--- config.mk ---
export PLATFORM = sky130hd
export DESIGN_NAME = uart_rx_frame
export DESIGN_NICKNAME = d
export VERILOG_FILES = /design/src/rtl/uart_rx_frame.sv
export SDC_FILE = /design/constraint.sdc
export NUM_CORES = 1
export LEC_CHECK = 0
export ABC_AREA = 1
export BUFFER_PORTS_ARGS = -buffer_cell sky130_fd_sc_hd__buf_2
export CAP_MARGIN = 15
export CORE_MARGIN = 4
export CORE_UTILIZATION = 45
export DETAILED_ROUTE_END_ITERATION = 6
export GPL_ROUTABILITY_DRIVEN = 0
export GPL_TIMING_DRIVEN = 0
export PLACE_DENSITY = 0.66
export SLEW_MARGIN = 20
export SYNTH_ARGS = -nofsm -noshare
export SYNTH_HDL_FRONTEND = slang
export SYNTH_SLANG_ARGS = --single-unit
--- constraint.sdc ---
create_clock -name clk -period 2.8 [get_ports clk]
set_input_delay 0.28 -clock clk [delete_from_list [all_inputs] [get_ports clk]]
set_output_delay 0.28 -clock clk [all_outputs]
set_load 0.1 [all_outputs]
--- src/rtl/uart_rx_frame.sv ---
// 8N1 serial receiver with a two-flop input synchronizer and one-cycle done/error strobes.
// Define UART_RX_PARITY_EN to add a parity bit (8E1/8O1, sense chosen by PARITY_ODD).
module uart_rx_frame #(
    parameter int unsigned CLK_FREQ   = 50000000,
    parameter int unsigned BAUD       = 115200,
    parameter int unsigned PARITY_ODD = 0
) (
    input  logic       clk,
    input  logic       resetn,
    input  logic       rxd,
    output logic [7:0] rx_data,
    output logic       rx_done,
    output logic       frame_err,
    output logic       parity_err,
    output logic       rx_busy
);

    localparam int unsigned    CPB       = CLK_FREQ / BAUD;
    localparam int unsigned    HALF      = CPB / 2;
    localparam int unsigned    CW        = $clog2(CPB);
    localparam logic [CW-1:0]  CNT_LAST  = CW'(CPB - 1);
    localparam logic [CW-1:0]  HALF_LAST = CW'(HALF - 1);
    localparam logic           PAR_SENSE = (PARITY_ODD != 0);

    typedef enum logic [2:0] {
        S_IDLE,
        S_START,
        S_DATA,
        S_PARITY,
        S_STOP,
        S_BREAK
    } state_t;

    state_t        r_state;
    state_t        w_state_nxt;
    logic          r_sync1;
    logic          r_rxs;
    logic [CW-1:0] r_cnt;
    logic [2:0]    r_bit_idx;
    logic [7:0]    r_shift;
    logic          r_par_bad;
    logic [7:0]    r_rx_data;
    logic          r_rx_done;
    logic          r_frame_err;
    logic          w_cnt_last;
    logic          w_half_last;
    logic          w_stop_sample;
    logic          w_enter;

    assign w_cnt_last    = (r_cnt == CNT_LAST);
    assign w_half_last   = (r_cnt == HALF_LAST);
    assign w_stop_sample = (r_state == S_STOP) && w_cnt_last;
    assign w_enter       = (w_state_nxt != r_state);

    always_ff @(posedge clk or negedge resetn) begin
        if (!resetn) begin
            r_state <= S_IDLE;
        end else begin
            r_state <= w_state_nxt;
        end
    end

    always_comb begin
        w_state_nxt = r_state;
        case (r_state)
            S_IDLE: begin
                if (!r_rxs) w_state_nxt = S_START;
            end
            S_START: begin
                if (w_half_last) w_state_nxt = r_rxs ? S_IDLE : S_DATA;
            end
            S_DATA: begin
                if (w_cnt_last && (r_bit_idx == 3'd7)) begin
`ifdef UART_RX_PARITY_EN
                    w_state_nxt = S_PARITY;
`else
                    w_state_nxt = S_STOP;
`endif
                end
            end
            S_PARITY: begin
                if (w_cnt_last) w_state_nxt = S_STOP;
            end
            // Leaving mid-stop-bit lets a following start edge be seen on the very next cycle.
            S_STOP: begin
                if (w_cnt_last) w_state_nxt = r_rxs ? S_IDLE : S_BREAK;
            end
            S_BREAK: begin
                if (r_rxs) w_state_nxt = S_IDLE;
            end
            default: w_state_nxt = S_IDLE;
        endcase
    end

    always_comb begin
        rx_busy = (r_state != S_IDLE);
    end

`ifdef UART_RX_PARITY_EN
    logic r_parity_err;
    assign parity_err = r_parity_err;
`else
    assign parity_err = 1'b0;
`endif

    always_ff @(posedge clk or negedge resetn) begin
        if (!resetn) begin
            r_sync1     <= 1'b1;
            r_rxs       <= 1'b1;
            r_cnt       <= '0;
            r_bit_idx   <= '0;
            r_shift     <= '0;
            r_par_bad   <= 1'b0;
            r_rx_data   <= '0;
            r_rx_done   <= 1'b0;
            r_frame_err <= 1'b0;
`ifdef UART_RX_PARITY_EN
            r_parity_err <= 1'b0;
`endif
        end else begin
            r_sync1     <= rxd;
            r_rxs       <= r_sync1;
            r_rx_done   <= 1'b0;
            r_frame_err <= 1'b0;
`ifdef UART_RX_PARITY_EN
            r_parity_err <= 1'b0;
`endif
            if (w_enter) begin
                r_cnt     <= '0;
                r_bit_idx <= '0;
            end else if (r_state != S_IDLE && r_state != S_BREAK) begin
                r_cnt <= w_cnt_last ? '0 : r_cnt + 1'b1;
                if (r_state == S_DATA && w_cnt_last) r_bit_idx <= r_bit_idx + 1'b1;
            end

            if (r_state == S_DATA && w_cnt_last) r_shift[r_bit_idx] <= r_rxs;

            if (r_state == S_START) begin
                r_par_bad <= 1'b0;
            end else if (r_state == S_PARITY && w_cnt_last) begin
                r_par_bad <= r_rxs ^ (^r_shift) ^ PAR_SENSE;
            end

            // A low stop bit outranks a parity mismatch.
            if (w_stop_sample) begin
                if (!r_rxs) begin
                    r_frame_err <= 1'b1;
                end else if (r_par_bad) begin
`ifdef UART_RX_PARITY_EN
                    r_parity_err <= 1'b1;
`endif
                end else begin
                    r_rx_done <= 1'b1;
                    r_rx_data <= r_shift;
                end
            end
        end
    end

    assign rx_data   = r_rx_data;
    assign rx_done   = r_rx_done;
    assign frame_err = r_frame_err;

endmodule

## Word level (Yosys, flattened, before mapping)

Cells that the tools add are included.

- Register bits after elaboration: 36
- Bits of input ports: 3
- Word-level logic and storage cells: 65

- Add/sub/neg operators: 2
- Order comparisons: 2
- Eq/ne operators: 10
- Mux-type cells: 25
- Bitwise logic cells: 2
- Reduce and logical (&&, ||, !) cells: 14

Operator list:

| operator | number |
|---|---|
| $mux 3 | 10 |
| $mux 9 | 3 |
| $pmux 3 s6 | 1 |
| $add 9x1->9 const B | 1 |
| $eq 3x3->1 const B | 3 |
| $eq 9x8->1 const B | 1 |
| $eq 9x9->1 const B | 1 |
| $bwmux 8 | 1 |
| $mux 1 | 8 |
| $reduce_xor 8->1 | 1 |
| $eq 3x2->1 const B | 2 |
| $logic_and 1x1->1 | 6 |
| $reduce_bool 2->1 | 3 |
| $lt 3x4->1 const B | 1 |
| $add 3x1->3 const B | 1 |
| $demux 1 s3 | 1 |
| $eq 3x1->1 const B | 1 |
| $ge 3x1->1 const B | 1 |
| $logic_not 3->1 | 1 |
| $ne 3x3->1 | 1 |
| $ne 3x3->1 const B | 1 |
| $reduce_and 3->1 | 1 |
| $reduce_bool 3->1 | 1 |
| $mux 2 | 1 |
| other kinds (3) | 3 |

## Logic depth before layout (Yosys ltp)

- Word-level depth: 7
- Gate-level depth with buffers: 14

## Least setup slack after synthesis

Ideal clock, no wire load.

- Kind: flip-flop to flip-flop
- Start point: register r_state[0]
- End point: register r_cnt[7]
- Arrival time: 1758 ps
- Setup slack: 919 ps
- Stages on the path, launching flop included: 13
- Path buffers: 2
- Clock period less this slack: 1881 ps
- Cells stage by stage: dfrtp_1 -> buf_6 -> nor2_1 -> nand2_2 -> nand2_2 -> nand2_1 -> nand2_1 -> nor2_4 -> nand3_1 -> nand2_1 -> nand2_2 -> buf_6 -> nor2_2

RTL lines:

| element | line | source |
|---|---|---|
| from (decl) | 34 | `state_t r_state;` |
| from (signal assigned) | 59 | `r_state <= w_state_nxt;` |
| $reduce_bool 3->1 | - |  |
| named net rx_busy | 15 | `output logic rx_busy` |
| $logic_and 1x1->1 | 131 | `end else if (r_state != S_IDLE && r_state != S_BREAK) begin` |
| $reduce_bool 2->1 (no source line) | - |  |
| to (signal assigned) | 132 | `r_cnt <= w_cnt_last ? '0 : r_cnt + 1'b1;` |
| to (decl) | 38 | `logic [CW-1:0] r_cnt;` |

The timed path passes the listed nets, and every way through them passes these cells.
A chain may end at the register's enable or synchronous reset.

## Worst setup path in the final report

- Start point: register r_cnt[1]
- End point: register r_cnt[1]

- Longest elaborated chain between the ends: 6

Ends and longest elaborated chain:

| element | line | source |
|---|---|---|
| $eq 9x9->1 | 50 | `assign w_cnt_last = (r_cnt == CNT_LAST);` |
| $logic_and 1x1->1 | 73 | `if (w_cnt_last && (r_bit_idx == 3'd7)) begin` |
| $mux 3 | 73 |  |
| $pmux 3 s6 * | 65 | `case (r_state)` |
| named net w_state_nxt[0] | 35 | `state_t w_state_nxt;` |
| $ne 3x3->1 * | 53 | `assign w_enter = (w_state_nxt != r_state);` |
| $mux 9 or $reduce_bool 2->1 (tied branches) | - |  |

The timed path passes the listed nets; every way through them passes the cells marked *. The select of a mux whose other input is x is not followed.

==> results.cfg <==
[die]
core_area_sq_um = 4380
dieWidth_microns = 75.3
die-area_sq_um = 5670
fp.dieH_microns = 75.3
rows = 24
pin_count = 15
start_util_pct = 46.5

[timing]
slew_violations = 0
fin_crit_sh_pct = 68.3
rsz0062_at_grt = no
hold_viol = 0
finalClockSkew_ns = 0.00638
tns_ns = 0
relSlewSlack_pct = 46.8
finalSetupViolations = 0
max_clock_freq_mhz = 523
worst_pin_slew_ns = 0.798
fin_crit_ns = 1.91

[placement]
dp_cells = 324
port-buffer-count = 13
hpwlAfterDp_mm = 2.68

[synth]
synthFlopType = dfrtp_1
avgSynthCellArea_sq_um = 7.87
ys_types = 31
syn_inst = 259
netlist_area_sq_um = 2040
synth_fp_nets = 267
yosys_warnings = 0
ys_seq_area_share_pct = 44.3
async_flop_share_pct = 100
synth_edf_count = 0
synth-seq-cells = 36

[critical_path]
reg2regPathDepth = 14
slowest_stage = dfrtp_1
path_buf_inv = 3
critPathArrivalTime_ns = 2.09
worstPathMaxFanout = 10
crit_type = flop to flop
timing.rr.start = r_cnt[1]$_DFFE_PN0P_
endpoint_kind = flop
cp_top_family = simple AND/OR/NAND/NOR gates
critPathMaxStageDelay_ns = 0.43
worst-r2r-setup-slack_ns = 0.89
r2r_end = r_cnt[1]$_DFFE_PN0P_
cp-start-kind = flop
cp_cell_sequence = inv_1 -> ha_1 -> nand2_1 -> nor2_4 -> nand2_4 -> nand2_2 -> inv_2 -> nor2_4 -> nand2_2 -> nand2_1 -> nand2_1 -> nand2_2 -> buf_6 -> nor2_2
cp.required_ns = 2.98

[global_routing]
grt_pass1_wl_mm = 6.26
grt_usage_pct = 14.6
grt_max_degree = 37
first_global_vias = 1349
grt_overflow_total = 0
antenna_found_initial = 0

[pwr]
ir_drop_mv = 0.246
power_density_nw_per_um2 = 420
p_leak_nw = 1.19
p_sw_share_pct = 21.3
p_clk_share_pct = 42.6
p_int_uw = 751
combPwrFrac_pct = 2.6
netSwitchingPower_uw = 203
power_frac_seq_pct = 54.8

[cts]
path_clk_slew_ns = 0.07
cts_resized = 0
h-tree-depth = 2
clk_latency_ns = 0.29
cts_hold_buf = 0
cts_buffers = 5
clock-sinks = 36
cts_setup_buffers = 0
cts_buffer_depth = 2
clockRootBuffer = clkbuf_8
cts_tree = built

[drt]
first_pass_iters = 4
finalWirelength_mm = 3.65
drt-initial-drc-count = 92
via_per_inst = 4.63
ant_nets = 0
via_count = 1537
drc = 0
wire_per_inst_microns = 11.0

[final_layout]
drive_above_1_share_pct = 22.5
post-route-util_pct = 51.8
nets = 287
areaGrowthSynthToFinish_pct = 11.3
final_common_cell = nand2_1
final_cell_mix = 70 x nand2_1, 34 x dfrtp_1, 31 x inv_1
antenna_cells = 0
stdcell_count = 332

[worst_hold_path]
hp-class = input pin to async pin

[status]
status = finished clean

[flow_run]
cap_violations = 0
==> power groups by stage <==
stage / Clock (mW) / Combinational [mW] / Sequential (mW)
2_1_floorplan: 0 / 0.0122 / 0.533
3_3_place_gp: 0 / 0.0263 / 0.533
3_5_place_dp: 0 / 0.0264 / 0.533
4_1_cts: 0.422 / 0.0263 / 0.523
5_1_grt: 0.444 / 0.0287 / 0.523
6_report: 0.406 / 0.0251 / 0.523
==> layout make-up <==
type / count / area, sq um
plain buffers: 5 / 46.3
clock buffers: 8 / 100
fillers: 441 / 2110
inverters: 39 / 146
multi-input cells: 179 / 943
flip-flops and latches: 36 / 903
well taps: 52 / 65.1
repair buffers: 13 / 65.1
==> sequential cells by signal, indices dropped and copies added, names as in the netlist <==
name,cells
r_cnt,9
r_state,3
r_shift,8
r_bit_idx,3
rx_data,8
r_rxs,1
r_sync1,1
r_par_bad,1
frame_err,1
rx_done,1
==> per-stage QoR <==
step | setup slack, ns | cell area (sq um) | hold slack, ns | power [mW]
2_1_floorplan | 0.919 | 2040 | -0.0156 | 0.545
3_3_place_gp | 0.916 | 2170 | 0.346 | 0.559
3_5_place_dp | 0.902 | 2170 | 0.347 | 0.559
4_1_cts | 0.881 | 2270 | 0.0746 | 0.970
5_1_grt | 0.725 | 2270 | 0.0802 | 0.995
6_report | 0.887 | 2270 | 0.0761 | 0.954
==> how the worst max path moves through the flow <==
stage,from,to,slack [ns],cells past startpoint
6_report,r_cnt[1]$_DFFE_PN0P_,r_cnt[1]$_DFFE_PN0P_,0.89,14
5_1_grt,r_cnt[1]$_DFFE_PN0P_,r_bit_idx[1]$_DFFE_PN0P_,0.73,14
4_1_cts,r_cnt[1]$_DFFE_PN0P_,r_cnt[4]$_DFFE_PN0P_,0.88,14
3_5_place_dp,r_cnt[1]$_DFFE_PN0P_,r_cnt[1]$_DFFE_PN0P_,0.90,14
3_3_place_gp,r_cnt[1]$_DFFE_PN0P_,r_cnt[7]$_DFFE_PN0P_,0.92,14
2_1_floorplan,r_state[0]$_DFF_PN0_,r_cnt[7]$_DFFE_PN0P_,0.92,12
==> metal layers <==
metal,vias to the layer above,global-route usage (%),wire [microns]
met5,-,0,0
met4,0,6.41,62
met3,5,3.56,158
met2,25,21.5,1590
met1,659,20.5,1830
li1,848,-,-
==> Yosys cell counts, types with 2 or more instances <==
cell | number | share of area (%)
a21boi_0 | 2 | 0.74
a21oi_1 | 6 | 1.5
a31oi_1 | 2 | 0.61
buf_6 | 3 | 1.7
dfrtp_1 | 34 | 42
dfstp_2 | 2 | 2.6
ha_1 | 5 | 3.1
inv_1 | 31 | 5.7
inv_2 | 8 | 1.5
nand2_1 | 70 | 13
nand2_2 | 5 | 1.5
nand3_1 | 19 | 4.7
nand4_1 | 5 | 1.5
nor2_1 | 19 | 3.5
nor2_2 | 11 | 3.4
nor2_4 | 4 | 2.2
nor3_1 | 2 | 0.49
o21ai_0 | 8 | 2.0
o21ai_1 | 5 | 1.2
o21ai_2 | 3 | 1.3
xnor2_1 | 4 | 1.7
xor2_1 | 2 | 0.86
==> cells by family after synthesis <==
logic type / count (synthesis) / share of synthesized area [%]
buf+inv: 44 / 9.45
other cells: 1 / 0.184
xor+xnor: 6 / 2.58
fa+ha+maj: 5 / 3.07
simple gates: 140 / 32.8
flops: 36 / 44.3
compound gates: 27 / 7.61
(Power assumes the default switching activity.)
